`src/rtl/serial_nibble_adder_pkg.sv`:
```
// Shared definitions for the serial nibble adder.
//   - state_t  : controller states (IDLE, RUN, DONE)
//   - NIBBLE_W : width of the ripple adder slice, in bits
package serial_nibble_adder_pkg;

  localparam int NIBBLE_W = 4;

  typedef enum logic [1:0] {
    ST_IDLE = 2'd0,
    ST_RUN  = 2'd1,
    ST_DONE = 2'd2
  } state_t;

endpackage

```
`src/rtl/serial_nibble_adder_slice.sv`:
```
// Purely combinational 4-bit dataflow ripple-carry adder.
// Ports:
//   a, b      : nibble operands
//   carry_in  : carry into bit 0
//   sum       : nibble sum
//   carry_out : carry out of bit 3
module serial_nibble_adder_slice
  import serial_nibble_adder_pkg::*;
(
  input  logic [NIBBLE_W-1:0] a,
  input  logic [NIBBLE_W-1:0] b,
  input  logic                carry_in,
  output logic [NIBBLE_W-1:0] sum,
  output logic                carry_out
);

  logic [NIBBLE_W:0] c;

  assign c[0] = carry_in;

  // One full adder per bit; carry ripples from bit 0 upward.
  for (genvar i = 0; i < NIBBLE_W; i++) begin : g_fa
    assign sum[i]   = a[i] ^ b[i] ^ c[i];
    assign c[i + 1] = (a[i] & b[i]) | (c[i] & (a[i] ^ b[i]));
  end

  assign carry_out = c[NIBBLE_W];

endmodule

```
`src/rtl/serial_nibble_adder.sv`:
```
// Multi-cycle WIDTH-bit adder that pushes one nibble per clock through a
// single 4-bit ripple slice, keeping the inter-nibble carry in a register.
// WIDTH must be a multiple of 4 and at least 4.
// Ports:
//   clk, rst_n    : clock and asynchronous active-low reset
//   start         : operation request, sampled only while idle
//   a, b          : operands, captured when start is accepted
//   carry_in      : carry into nibble 0, captured with the operands
//   busy          : high while nibbles are being processed
//   done          : one-cycle completion pulse
//   sum           : result, held until the next completion
//   carry_out     : carry out of the top nibble, held with sum
module serial_nibble_adder
  import serial_nibble_adder_pkg::*;
#(
  parameter int WIDTH = 16
) (
  input  logic             clk,
  input  logic             rst_n,
  input  logic             start,
  input  logic [WIDTH-1:0] a,
  input  logic [WIDTH-1:0] b,
  input  logic             carry_in,
  output logic             busy,
  output logic             done,
  output logic [WIDTH-1:0] sum,
  output logic             carry_out
);

  localparam int NIB   = WIDTH / NIBBLE_W;
  localparam int CNT_W = (NIB > 1) ? $clog2(NIB) : 1;

  state_t             state_q, state_d;
  logic [WIDTH-1:0]   a_sh_q, a_sh_d;
  logic [WIDTH-1:0]   b_sh_q, b_sh_d;
  logic [WIDTH-1:0]   partial_q, partial_d;
  logic [WIDTH-1:0]   sum_q, sum_d;
  logic               c_q, c_d;
  logic               carry_out_q, carry_out_d;
  logic               busy_q, busy_d;
  logic               done_q, done_d;
  logic [CNT_W-1:0]   cnt_q, cnt_d;

  logic [NIBBLE_W-1:0] s_nib;
  logic                c_nxt;

  // The slice always sees the lowest nibble of the shifted operands.
  serial_nibble_adder_slice u_slice (
    .a         (a_sh_q[NIBBLE_W-1:0]),
    .b         (b_sh_q[NIBBLE_W-1:0]),
    .carry_in  (c_q),
    .sum       (s_nib),
    .carry_out (c_nxt)
  );

  always_comb begin
    state_d     = state_q;
    a_sh_d      = a_sh_q;
    b_sh_d      = b_sh_q;
    partial_d   = partial_q;
    sum_d       = sum_q;
    c_d         = c_q;
    carry_out_d = carry_out_q;
    cnt_d       = cnt_q;
    busy_d      = 1'b0;
    done_d      = 1'b0;

    case (state_q)
      ST_IDLE: begin
        if (start) begin
          a_sh_d  = a;
          b_sh_d  = b;
          c_d     = carry_in;
          cnt_d   = '0;
          busy_d  = 1'b1;
          state_d = ST_RUN;
        end
      end

      ST_RUN: begin
        a_sh_d = a_sh_q >> NIBBLE_W;
        b_sh_d = b_sh_q >> NIBBLE_W;
        // New nibble enters at the top so that after NIB steps the
        // register holds the full sum in natural bit order. Written as
        // shifts so the WIDTH=4 case needs no empty part-select.
        partial_d = (partial_q >> NIBBLE_W) | (WIDTH'(s_nib) << (WIDTH - NIBBLE_W));
        c_d       = c_nxt;
        if (cnt_q == CNT_W'(NIB - 1)) begin
          sum_d       = partial_d;
          carry_out_d = c_nxt;
          // Cleared rather than incremented so the count never wraps.
          cnt_d       = '0;
          done_d      = 1'b1;
          state_d     = ST_DONE;
        end else begin
          cnt_d  = cnt_q + CNT_W'(1);
          busy_d = 1'b1;
        end
      end

      ST_DONE: begin
        state_d = ST_IDLE;
      end

      default: begin
        state_d = ST_IDLE;
      end
    endcase
  end

  always_ff @(posedge clk or negedge rst_n) begin
    if (!rst_n) begin
      state_q     <= ST_IDLE;
      a_sh_q      <= '0;
      b_sh_q      <= '0;
      partial_q   <= '0;
      sum_q       <= '0;
      c_q         <= 1'b0;
      carry_out_q <= 1'b0;
      cnt_q       <= '0;
      busy_q      <= 1'b0;
      done_q      <= 1'b0;
    end else begin
      state_q     <= state_d;
      a_sh_q      <= a_sh_d;
      b_sh_q      <= b_sh_d;
      partial_q   <= partial_d;
      sum_q       <= sum_d;
      c_q         <= c_d;
      carry_out_q <= carry_out_d;
      cnt_q       <= cnt_d;
      busy_q      <= busy_d;
      done_q      <= done_d;
    end
  end

  assign busy      = busy_q;
  assign done      = done_q;
  assign sum       = sum_q;
  assign carry_out = carry_out_q;

endmodule
```
`config.mk`:
```
export PLATFORM = sky130hd
export DESIGN_NAME = serial_nibble_adder
export DESIGN_NICKNAME = d
export VERILOG_FILES = /design/src/rtl/serial_nibble_adder_pkg.sv /design/src/rtl/serial_nibble_adder_slice.sv /design/src/rtl/serial_nibble_adder.sv
export SDC_FILE = /design/constraint.sdc
export NUM_CORES = 1
export LEC_CHECK = 0
export CAP_MARGIN = 20
export CORE_MARGIN = 10
export CORE_UTILIZATION = 42
export CTS_BUF_LIST = sky130_fd_sc_hd__clkbuf_8
export DETAILED_ROUTE_END_ITERATION = 16
export PLACE_DENSITY_LB_ADDON = 0.3
export RECOVER_POWER = 50
export SETUP_SLACK_MARGIN = 0.05
export SKIP_CTS_REPAIR_TIMING = 1
export SYNTH_ARGS = -nofsm -noshare
export SYNTH_HDL_FRONTEND = slang
export SYNTH_SLANG_ARGS = --single-unit
```
`constraint.sdc`:
```
create_clock -name clk -period 2.55 [get_ports clk]
set_clock_uncertainty 0.15 [all_clocks]
set_input_delay 0.3825 -clock clk [delete_from_list [all_inputs] [get_ports clk]]
set_output_delay 0.3825 -clock clk [all_outputs]
set_load 0.03 [all_outputs]
```
==> results.md <==
- Status: finished with violations
- Failing checks: capacitance limit, slew limit
- Mapped cell area: 0.00289 sq mm
- Design Area, Final: 0.00368 sq mm
- Nets: 331
- Power per Cell Area: 1360 mW/mm^2
- Detailed placer's ending HPWL: 4560 um
- Routed vias: about 2100
- Final min period: 2390 ps
- Htree depth: 3
- DR vias/cell: 5.55
- Setup violators final: 0
- Syn Nets: 275
- RSZ-0062 raised after global routing: no
- Fmax achieved: 418 MHz
- Buffers on Ports: 54
- Yosys Warn Count: 0
- Vias in the first global route: roughly 2100
- Avg Cell Area, Syn: 12.3 sq um
- Number of synthesized register bits: a little under 70
- Initial drt markers: 55
- Register-to-Register Setup Slack: 160 ps
- First-pass GRT wire length: 10200 um
- Pin count of the biggest net entering global routing: 37
- Max_cap viols: 1
- Maximum net fanout on the critical path: 3
- Antenna fix cells: 0
- # fillers: 590
- Startpoint types: register
- Worst EP required: 2650 ps
- Area grow syn2layout: 27.5%
- Die area: between 0.01 and 0.015 sq mm
- Setup TNS: 0 ps
- Routed WL: between 6000 and 7000 um
- Data arrival time of the worst path: between 2000 and 2500 ps
- Post-Place Cell Area: between 0.003 and 0.004 sq mm
- Die width: 103 um
- Initial antenna violation count: 0
- # clock sinks: 68
- Top Ports: 55
- DRC Markers: 0
- Final period utilization: 93.9%
- Num CTS Buffers: 9
- Crit Path Category: reg2reg
- Core ar.: 0.00672 sq mm
- Drt wl/cell: ~17 um
- First-pass iteration count of the detailed router: 4
- Root Buffer: clkbuf_8
- Initial Utilization: a little over two fifths
- Slew of the pin with the lowest slew margin: around 2000 ps
- Hold Crit Depth: 2
- Seq/Total Area, Yosys: 59.0%
- Leak: 1.59 nW
- Tot GR Track Use: roughly 12%
- Gp weighted congestion: 0.786
- CTS tree: built
- Worst hold-check path type: reg2reg
- Final Hold Fails: 0
- Row Count: 30
- Clock buffer depth: 2
- Clock Latency Late Sink: ~330 ps
- Total power: 5.00 mW
- Max-Slew Margin vs Limit: -34.3%
- Post-route ant nets: 0
- Global route overflow: 0
- Vert. Die Dim: 103 um
- Worst-path clk slew: around 70 ps
- Reg2Reg Depth: 8
- Cells after synthesis: ~230
- Post-synthesis cell type count: 26
- CP Capture Type: register
- Layout cell share with drive strength beyond 1: 16.4%
- VDD IR max: 0.462 mV
- Final slew viol count: 36
where the power goes:
group          switching [mW]  total (mW)  internal (mW)
logic                    1.11        2.18           1.07
registers               0.355        1.96           1.61
clock network           0.367       0.856          0.489
total                    1.83        5.00           3.17
worst max-delay path, cell delays in order (launching register included):
cell and delay, ps:
dfrtp_1 420, fa_1 420, inv_1 90, fa_1 160
inv_1 50, fa_1 350, inv_1 80, fa_1 420
o21ai_0 180
cell usage in the layout, fill, tap and decap left out, drive strengths merged:
cell           count
dfrtp             68
clkdlybuf4s50     52
o22ai             36
mux2              24
a21oi             16
o21ai             14
inv               12
clkbuf            12
nand2             11
a2bb2oi            8
buf                7
nor2               6
nand2b             5
a22o               5
fa                 4
nand3b             3
o221a              2
o21bai             1
o31ai              1
a211o              1
nor2b              1
ha                 1
bufinv             1
clkinv             1
dlygate4sd3        1
metrics by stage:
stage	hold slack (ps)	instances	setup WS, ps	util, %
3_3_place_gp	325	359	249	52.1
5_1_grt	366	373	62.1	54.7
2_1_floorplan	-63.1	234	309	-
3_5_place_dp	336	359	165	52.1
6_report	352	373	156	54.7
4_1_cts	19.8	373	150	54.9
state kept, by name, indices dropped and copies added (netlist names):
signal,count
carry_out,1
sum,16
cnt_q,2
state_q,2
b_sh_q,16
partial_q,12
busy,1
c_q,1
a_sh_q,16
done,1
final timing paths:
check                          start             to
max                        a_sh_q[0]  partial_q[15]
min                        carry_out      carry_out
max reg2reg                a_sh_q[0]  partial_q[15]
min reg2reg                carry_out      carry_out
max in group asynchronous      rst_n      a_sh_q[8]
min in group asynchronous      rst_n         sum[5]
synth_stat cells:
| cell | count | share of area (%) |
|---|---|---|
| nor2_1 | 4 | 0.52 |
| o21ai_0 | 14 | 2.4 |
| fa_1 | 4 | 2.8 |
| mux2_2 | 24 | 9.4 |
| a22o_1 | 5 | 1.5 |
| nand3b_1 | 2 | 0.52 |
| a211o_1 | 1 | 0.30 |
| o31ai_1 | 1 | 0.26 |
| inv_1 | 11 | 1.4 |
| nand2b_1 | 5 | 1.1 |
| o22ai_1 | 36 | 7.8 |
| a21oi_1 | 16 | 2.8 |
| o21bai_1 | 1 | 0.26 |
| nor2_2 | 1 | 0.22 |
| nor2_4 | 1 | 0.39 |
| clkbuf_1 | 3 | 0.39 |
| o221a_2 | 2 | 0.78 |
| nand3b_4 | 1 | 0.69 |
| nand2_1 | 11 | 1.4 |
| buf_2 | 6 | 1.0 |
| nor2b_1 | 1 | 0.22 |
| buf_4 | 6 | 1.6 |
| dfrtp_1 | 68 | 59 |
| buf_6 | 1 | 0.39 |
| a2bb2oi_1 | 8 | 2.4 |
| ha_1 | 1 | 0.43 |
cell type report:
cell class,instances,area (sq um),area share [%]
Sequential cell,68,1700,46.3
Timing Repair Buffer,61,612,16.6
Clock buffer,11,151,4.12
Multi-Input combinational cell,139,1030,28.1
Clock inverter,3,38.8,1.05
Inverter,11,41.3,1.12
Tap cell,80,100,2.72
cell families after synthesis:
group | after synthesis | synth area share (%)
AO/OA/AOI/OAI | 84 | 18.6
adder cells (fa/ha/maj) | 5 | 3.21
buffers and inverters | 27 | 4.81
flip-flops | 68 | 59.0
multiplexers | 24 | 9.37
AND/OR/NAND/NOR | 26 | 5.07
routing by layer:
layer | vias up | track usage (%) | routed length (um)
li1 | 969 | - | -
met1 | 1016 | 15.6 | 2860
met2 | 79 | 18.7 | 2940
met3 | 7 | 4.16 | 483
met4 | 0 | 6.10 | 58
met5 | - | 0 | 0
Power figures use the tool's default switching activity.
